<file path="src/rtl/uart_tx_fifo.sv">
`timescale 1ns/1ps
`default_nettype none
// ============================================================================
// Module      : uart_tx_fifo
// Description : UART transmitter with a first-word-fall-through input FIFO,
//               selectable parity (none/even/odd) and 1 or 2 stop bits.
//               Frames are sent LSB-first, one bit per i_uart_en strobe, and
//               run back-to-back while the FIFO holds data.
// Revision    : 1.0 - initial release
// ============================================================================
module uart_tx_fifo #(
    parameter int N_DATA_BITS = 8,
    parameter int FIFO_DEPTH  = 16
) (
    input  logic                             i_uart_clk,
    input  logic                             i_uart_reset,
    input  logic                             i_uart_en,
    input  logic                             i_uart_data_valid,
    input  logic [N_DATA_BITS-1:0]           i_uart_data,
    input  logic [1:0]                       i_uart_parity_mode,
    input  logic                             i_uart_two_stop,
    output logic                             o_uart_ready,
    output logic                             o_uart_tx,
    output logic                             o_uart_busy,
    output logic [$clog2(FIFO_DEPTH+1)-1:0]  o_uart_fifo_count
);

    localparam int c_aw = (FIFO_DEPTH > 1) ? $clog2(FIFO_DEPTH) : 1;
    localparam int c_cw = $clog2(FIFO_DEPTH + 1);
    localparam int c_bw = $clog2(N_DATA_BITS + 1);

    localparam logic [c_cw-1:0] c_full     = c_cw'(FIFO_DEPTH);
    localparam logic [c_bw-1:0] c_last_bit = c_bw'(N_DATA_BITS);

    localparam logic [2:0] c_st_idle   = 3'd0;
    localparam logic [2:0] c_st_start  = 3'd1;
    localparam logic [2:0] c_st_data   = 3'd2;
    localparam logic [2:0] c_st_parity = 3'd3;
    localparam logic [2:0] c_st_stop   = 3'd4;

    // FIFO storage and bookkeeping
    logic [N_DATA_BITS-1:0] r_mem [FIFO_DEPTH];
    logic [c_aw-1:0]        r_wr_ptr;
    logic [c_aw-1:0]        r_rd_ptr;
    logic [c_cw-1:0]        r_count;

    // Transmitter state
    logic [2:0]             r_state;
    logic [N_DATA_BITS-1:0] r_shift;
    logic [c_bw-1:0]        r_bit_cnt;
    logic                   r_par_en;
    logic                   r_par_bit;
    logic                   r_two_stop;
    logic                   r_stop_cnt;
    logic                   r_tx;
    logic                   r_busy;

    logic                   w_push;
    logic                   w_pop;
    logic                   w_not_empty;
    logic                   w_frame_end;
    logic [N_DATA_BITS-1:0] w_rd_data;
    logic                   w_load_par_en;
    logic                   w_load_par_bit;

    // A full FIFO refuses pushes even if a pop frees a slot in the same cycle
    assign w_push      = i_uart_data_valid && (r_count != c_full);
    assign w_not_empty = (r_count != '0);
    assign w_rd_data   = r_mem[r_rd_ptr];

    // Last stop bit is being completed on this tick
    assign w_frame_end = (r_state == c_st_stop) && (!r_two_stop || r_stop_cnt);

    // Words leave the FIFO only at a frame start: from idle or straight out of the stop bit
    assign w_pop = i_uart_en && w_not_empty &&
                   ((r_state == c_st_idle) || w_frame_end);

    // Parity configuration is sampled together with the word it applies to
    assign w_load_par_en  = (i_uart_parity_mode == 2'b01) || (i_uart_parity_mode == 2'b10);
    assign w_load_par_bit = (^w_rd_data) ^ (i_uart_parity_mode == 2'b10);

    // FIFO storage write; contents need no reset because the pointers gate validity
    always_ff @(posedge i_uart_clk) begin
        if (w_push) begin
            r_mem[r_wr_ptr] <= i_uart_data;
        end
    end

    // FIFO pointers and occupancy
    always_ff @(posedge i_uart_clk) begin
        if (i_uart_reset) begin
            r_wr_ptr <= '0;
            r_rd_ptr <= '0;
            r_count  <= '0;
        end else begin
            if (w_push) begin
                r_wr_ptr <= r_wr_ptr + c_aw'(1);
            end
            if (w_pop) begin
                r_rd_ptr <= r_rd_ptr + c_aw'(1);
            end
            case ({w_push, w_pop})
                2'b10:   r_count <= r_count + c_cw'(1);
                2'b01:   r_count <= r_count - c_cw'(1);
                default: r_count <= r_count;
            endcase
        end
    end

    // Frame sequencer: all state and line changes happen on baud ticks only
    always_ff @(posedge i_uart_clk) begin
        if (i_uart_reset) begin
            r_state    <= c_st_idle;
            r_shift    <= '0;
            r_bit_cnt  <= '0;
            r_par_en   <= 1'b0;
            r_par_bit  <= 1'b0;
            r_two_stop <= 1'b0;
            r_stop_cnt <= 1'b0;
            r_tx       <= 1'b1;
            r_busy     <= 1'b0;
        end else if (w_pop) begin
            // New frame: latch word and its configuration, drive the start bit
            r_shift    <= w_rd_data;
            r_par_en   <= w_load_par_en;
            r_par_bit  <= w_load_par_bit;
            r_two_stop <= i_uart_two_stop;
            r_stop_cnt <= 1'b0;
            r_tx       <= 1'b0;
            r_busy     <= 1'b1;
            r_state    <= c_st_start;
        end else if (i_uart_en) begin
            case (r_state)
                c_st_idle: begin
                    r_tx   <= 1'b1;
                    r_busy <= 1'b0;
                end
                c_st_start: begin
                    r_tx      <= r_shift[0];
                    r_shift   <= r_shift >> 1;
                    r_bit_cnt <= c_bw'(1);
                    r_state   <= c_st_data;
                end
                c_st_data: begin
                    if (r_bit_cnt == c_last_bit) begin
                        if (r_par_en) begin
                            r_tx    <= r_par_bit;
                            r_state <= c_st_parity;
                        end else begin
                            r_tx       <= 1'b1;
                            r_stop_cnt <= 1'b0;
                            r_state    <= c_st_stop;
                        end
                    end else begin
                        r_tx      <= r_shift[0];
                        r_shift   <= r_shift >> 1;
                        r_bit_cnt <= r_bit_cnt + c_bw'(1);
                    end
                end
                c_st_parity: begin
                    r_tx       <= 1'b1;
                    r_stop_cnt <= 1'b0;
                    r_state    <= c_st_stop;
                end
                c_st_stop: begin
                    if (!w_frame_end) begin
                        r_stop_cnt <= 1'b1;
                    end else begin
                        // Queue drained: line stays high and the frame closes
                        r_tx    <= 1'b1;
                        r_busy  <= 1'b0;
                        r_state <= c_st_idle;
                    end
                end
                default: begin
                    r_tx    <= 1'b1;
                    r_busy  <= 1'b0;
                    r_state <= c_st_idle;
                end
            endcase
        end
    end

    assign o_uart_ready      = (r_count != c_full);
    assign o_uart_tx         = r_tx;
    assign o_uart_busy       = r_busy;
    assign o_uart_fifo_count = r_count;

endmodule
`default_nettype wire

</file>
<file path="config.mk">
export PLATFORM = sky130hd
export DESIGN_NAME = uart_tx_fifo
export DESIGN_NICKNAME = d
export VERILOG_FILES = /design/src/rtl/uart_tx_fifo.sv
export SDC_FILE = /design/constraint.sdc
export NUM_CORES = 1
export LEC_CHECK = 0
export CAP_MARGIN = 40
export CORE_UTILIZATION = 55
export DETAILED_ROUTE_END_ITERATION = 10
export PLACE_DENSITY_LB_ADDON = 0.3
export SYNTH_ARGS = -nofsm -noshare
export SYNTH_HDL_FRONTEND = slang
export SYNTH_SLANG_ARGS = --single-unit
export TNS_END_PERCENT = 30
</file>
<file path="constraint.sdc">
create_clock -name i_uart_clk -period 3.3 [get_ports i_uart_clk]
set_input_delay 0.825 -clock i_uart_clk [delete_from_list [all_inputs] [get_ports i_uart_clk]]
set_output_delay 0.825 -clock i_uart_clk [all_outputs]
set_load 0.01 [all_outputs]
</file>
# Word-level counts from Yosys, hierarchy flattened
# Memory sizes are Yosys's and may differ from the RTL's. A register that Yosys moved wholly into a read port is not among the register bits.
# Cells that the tools add are included.
classes:
  eq_ne: 20
  n_bitwise: 3
  addsub: 5
  reduce_logical: 25
  n_mux: 31
ops:
  columns: ["operator", "count"]
  rows:
  - ["two-way mux 8 bit", 3]
  - ["one-hot mux 8 bit (2 select lines)", 1]
  - ["two-way mux 1 bit", 15]
  - ["one-hot mux 3 bit (5 select lines)", 1]
  - ["adder 4 x 1 -> 4 bit (second input constant)", 3]
  - ["two-way mux 4 bit", 3]
  - ["inequality test 2 bit (second input constant)", 6]
  - ["AND reduction 4 bit", 3]
  - ["one-hot mux 5 bit (2 select lines)", 1]
  - ["two-way mux 3 bit", 3]
  - ["inequality test 3 bit (second input constant)", 3]
  - ["one-hot mux 4 bit (2 select lines)", 1]
  - ["XOR reduction 8 bit", 1]
  - ["== test 3 x 2 -> 1 bit (second input constant)", 2]
  - ["one-hot mux 1 bit (3 select lines)", 2]
  - ["AND reduction 3 bit", 2]
  - ["nonzero test 2 bit", 3]
  - ["nonzero test 3 bit", 2]
  - ["adder 5 x 1 -> 5 bit (second input constant)", 1]
  - ["inequality test 5 bit (second input constant)", 1]
  - ["AND reduction 5 bit", 1]
  - ["nonzero test 5 bit", 1]
  - ["subtractor 5 x 1 -> 5 bit (second input constant)", 1]
  - ["== test 2 x 1 -> 1 bit (second input constant)", 2]
  - ["other kinds (15)", 22]
word_totals:
  reg_bits: 34
  mem_bits_rw: 128
  elab_cells: 98
  input_bits: 15
  memories: 1
  out_inout_bits: 8
memory_table:
  columns: ["name", "depth", "word_bits", "rd", "rd_clocked_by_memory_dff", "wr", "line", "text"]
  rows:
  - ["r_mem", 16, 8, 1, 1, 1, "42", "logic [N_DATA_BITS-1:0] r_mem [FIFO_DEPTH];"]

# Longest topological paths before layout
depth:
  word_depth: 7
  mapped_depth: 16
  mapped_depth_nobuf: 13

# Worst setup path before layout
# OpenSTA, ideal clock, no wires.
synth_timing:
  kind: "in2reg"
  from: "input i_uart_en"
  to: "register r_count[4] (netlist: o_uart_fifo_count[4])"
  setup_ns: 0.070
  path_stages: 13
  arrival_time_ns: 3.297
  path_buffers: 2
  slack_ns: -0.068
  required_ns: 3.230
  path_cell_list: "nand3_1 > a21oi_1 > clkbuf_1 > ha_1 > clkbuf_1 > xor2_1 > ha_1 > o21ai_0 > a21oi_1 > a21oi_1 > xor2_1 > or3_1 > a21oi_1"
synth_between:
  elab_chain_cells: 4
  word_cells_on_any_way: 6
  classes_between: "eq/ne: 2; mux: 1; reduce/logical: 3"
synth_lines:
  columns: ["item", "line", "text"]
  rows:
  - ["start, declared", "17", "input logic i_uart_en,"]
  - ["logical AND 1 bit * (2 in series)", "75", "assign w_pop = i_uart_en && w_not_empty &&"]
  - ["named net w_pop", "59", "logic w_pop;"]
  - ["== test 2 x 1 -> 1 bit / == test 2 bit (equally long branches)", "102", "case ({w_push, w_pop})"]
  - ["one-hot mux 5 bit (2 select lines) / nonzero test 2 bit (equally long branches)", null, null]
  - ["end signal, assigned", "103", "2'b10: r_count <= r_count + c_cw'(1);"]
  - ["end signal, assigned", "104", "2'b01: r_count <= r_count - c_cw'(1);"]
  - ["end signal, assigned", "105", "default: r_count <= r_count;"]
  - ["end, declared", "45", "logic [c_cw-1:0] r_count;"]
# Mark *: on every way through the listed nets, which the timed path passes. The rest lies on a longest branch.
# A chain may end at the register's enable or synchronous reset.

# Worst setup path after layout
layout_timing:
  from: "register r_count[1] (netlist: o_uart_fifo_count[1])"
  to: "register r_count[4] (netlist: o_uart_fifo_count[4])"
layout_between:
  elab_chain_cells: 5
  word_cells_on_any_way: 11
  classes_between: "add/sub: 2; eq/ne: 3; mux: 1; reduce/logical: 5"
layout_lines:
  columns: ["item"]
  rows:
  - ["parallel branches: the longest is 5 deep, another holds subtractor 5 x 1 -> 5 bit"]
# Parallel ways; which one is timed is not known.

==> impl_metrics.ini <==
[run_status]
status = completed

[floorplan]
dieWidth_um = 114
rows = 40
core-area_um2 = 12100
die_area_um2 = 13000
num_io_pins = 23
start_util_pct = 57.1
die_h_um = 114

[cells_and_area]
layout.nets = 508
final_cell_mix = edfxtp_1, nor2_1, dfxtp_1, a21oi_1, nand2_1
drive_gt1_share_pct = 16.0
fill_cells = 862
antenna_cells = 0
multi_input_area_um2 = 2110
final_common_cell = edfxtp_1
final_cell_area_um2 = 7970
final-seq-area_um2 = 4610
stdcell_count = 662
area_growth_syn_to_layout_pct = 15.2

[clock_tree]
path_clk_slew_ns = 0.06
hold_buffers = 0
htree_num_levels = 4
cts_setup_buffers = 0
cts_tree = yes
clock-sinks = 166
cts-root-buf = clkbuf_16
ctsResizeCount = 0
clockBufferDepth = 2
clk_latency_ns = 0.43
cts_buffers = 17

[timing]
rsz0062_at_grt = no
setup_slack_ns = 0.333
finalSetupViolCount = 0
min_period_ns = 2.97
finClkSkew_ns = 0.00812
max_slew.worst_pin.slew_ns = 0.569
setup_tns_ns = 0
slew_viol_final = 0
slew_headroom_pct = 62.0
fmax_mhz = 337
hold_viol = 0
period_share_pct = 89.9

[placement]
dpl_cell_area_um2 = 7400
hpwl_um = 8360
dp_cells = 630
gp_congestion = 0.863
place_ws_ns = 0.0617
io_buffer_count = 22

[detailed_routing]
wl_per_cell_um = 18.9
vias = 3779
routed_via_density = 5.71
ant_nets = 0
route.detailed.drc = 0
drt-total-wl_um = 12500
firstDrtPassIters = 4
drt_iter0_drc = 308

[grt]
grt-ovfl-total = 0
grt_pass1_vias = 3815
antenna_found_initial = 0
grt_max_degree = 36
grt_usage_pct = 21.5
grt_pass1_wl_um = 20100

[synthesis]
synth_cell_type_count = 40
synth_nets = 467
synth_enable_flop_cells = 128
avgSynthCellArea_um2 = 15.7
synthArstFlopShare_pct = 0
syn-cell-area_um2 = 6920
synthSimpleGateAreaFrac_pct = 7.60
yosys_warnings = 0
syn_inst = 440
synth_mux_area_share_pct = 13.2
synth_top_area_cell = edfxtp_1
synth-compound-area-share_pct = 4.67
ys_ff_latch = 166
synth_top_flop_cell = edfxtp_1
synth.top_cell.area_share_pct = 55.6
synth_area_leaders = edfxtp_1, dfxtp_1, mux4_1, mux4_2, nor2_1
synth_xor_area_share_pct = 2.73
seq_area_frac_synth_pct = 66.6
synth_fa_ha_area_share_pct = 2.17
synth_top_family_by_area = multiplexers

[worst_hold_path]
hold_path_class = reg2reg

[worst_setup_path]
arrival_ns = 3.33
critical-path-top-delay-family = simple AND/OR/NAND/NOR gates
cp.required_ns = 3.66
slowest_delay_ns = 0.53
path_buf_inv = 1
cpMaxStageDelayCell = nor4_1
critPathMaxFanout = 9
crit_path_frequent_cell = a21oi_1
worstSetupStartpointType = register
cp-end-kind = register
crit_type = reg2reg
path_cells = nor4_1, nand2_1, and2_1, inv_1, ha_1, xor2_1, ha_1, o21ai_0, a21oi_1, a21oi_1, xor2_1, or3_1, a21oi_1

[power]
p_leak_uw = 0.00269
ir_worst_vdd_v = 0.000482
powerDensity_nw_per_um2 = 738
p_total_uw = 5880

[job]
drv_cap = 0
sequential cells by signal (all words and copies together) (netlist names), named ones only:
name               cells
o_uart_busy            1
o_uart_fifo_count      5
o_uart_tx              1
r_bit_cnt              4
r_mem                128
r_par_bit              1
r_par_en               1
r_rd_ptr               4
r_shift                8
r_state                3
r_stop_cnt             1
r_two_stop             1
r_wr_ptr               4
per-layer routing:
layer	share of wire [%]	up-vias	wire, um	global-route usage [%]
li1	-	1771	-	-
met3	3.9	23	490	5.77
met5	0	-	0	0
met1	43	1892	5380	26.7
met2	51	93	6410	35.6
met4	2.1	0	260	9.96
cell usage after synthesis, drive strengths merged (2+ instances only):
cell type	instances
inv	12
o21ai	4
a211oi	3
xor2	10
nand3b	2
a21oi	29
o31ai	3
nand4	2
xnor2	3
nand2	27
a22oi	12
nor4	2
mux2i	4
nor3b	2
nor3	9
dfxtp	38
mux4	36
nand3	14
nand2b	6
or3	3
ha	12
edfxtp	128
clkbuf	13
nor2	41
or2	2
xnor3	3
buf	11
nor2b	4
power by group:
group          internal (uW)  switching [uW]
clock network           1060             838
logic                    751             680
registers               2400             153
final cells by class:
| type | count | share of cell area [%] |
|---|---|---|
| Inverter | 12 | 0.565 |
| Tap cell | 168 | 2.64 |
| Sequential cell | 166 | 57.8 |
| Timing Repair Buffer | 47 | 5.43 |
| Clock buffer | 17 | 5.34 |
| Multi-Input combinational cell | 237 | 26.4 |
| Clock inverter | 15 | 1.81 |
final timing paths:
path                                  endpoint  cells past startpoint                               from  slack [ns]
max reg2reg  o_uart_fifo_count[4]$_SDFFE_PP0P_                     13  o_uart_fifo_count[1]$_SDFFE_PP0P_        0.33
min reg2reg           o_uart_busy$_SDFFE_PP0P_                      2           o_uart_busy$_SDFFE_PP0P_        0.49
max          o_uart_fifo_count[4]$_SDFFE_PP0P_                     13  o_uart_fifo_count[1]$_SDFFE_PP0P_        0.33
min                   o_uart_busy$_SDFFE_PP0P_                      2           o_uart_busy$_SDFFE_PP0P_        0.49
kinds of logic (layout without fill, tap and decap cells):
kind of cell | after synthesis | in the layout
adder cells (fa/ha/maj) | 12 | 12
AND/OR/NAND/NOR | 115 | 115
multiplexers | 40 | 40
AO/OA/AOI/OAI | 54 | 54
XOR/XNOR | 16 | 16
buffers and inverters | 37 | 91
flip-flops | 166 | 166
metrics by stage:
stage               hold WS, ns  util, %
floorplan                 0.461        -
global placement          0.455     61.1
global route              0.528     65.8
finish                    0.489     65.8
CTS                       0.486     65.8
detailed placement        0.472     61.1
worst min-delay path: cells and delay by family, from the launching register on:
kind	cells	cell delay, ns
AOI/OAI and AO/OA	1	0.06
DFF	1	0.33
and+or+nand+nor	1	0.07
Note: power is estimated with default switching activity, not from simulation.
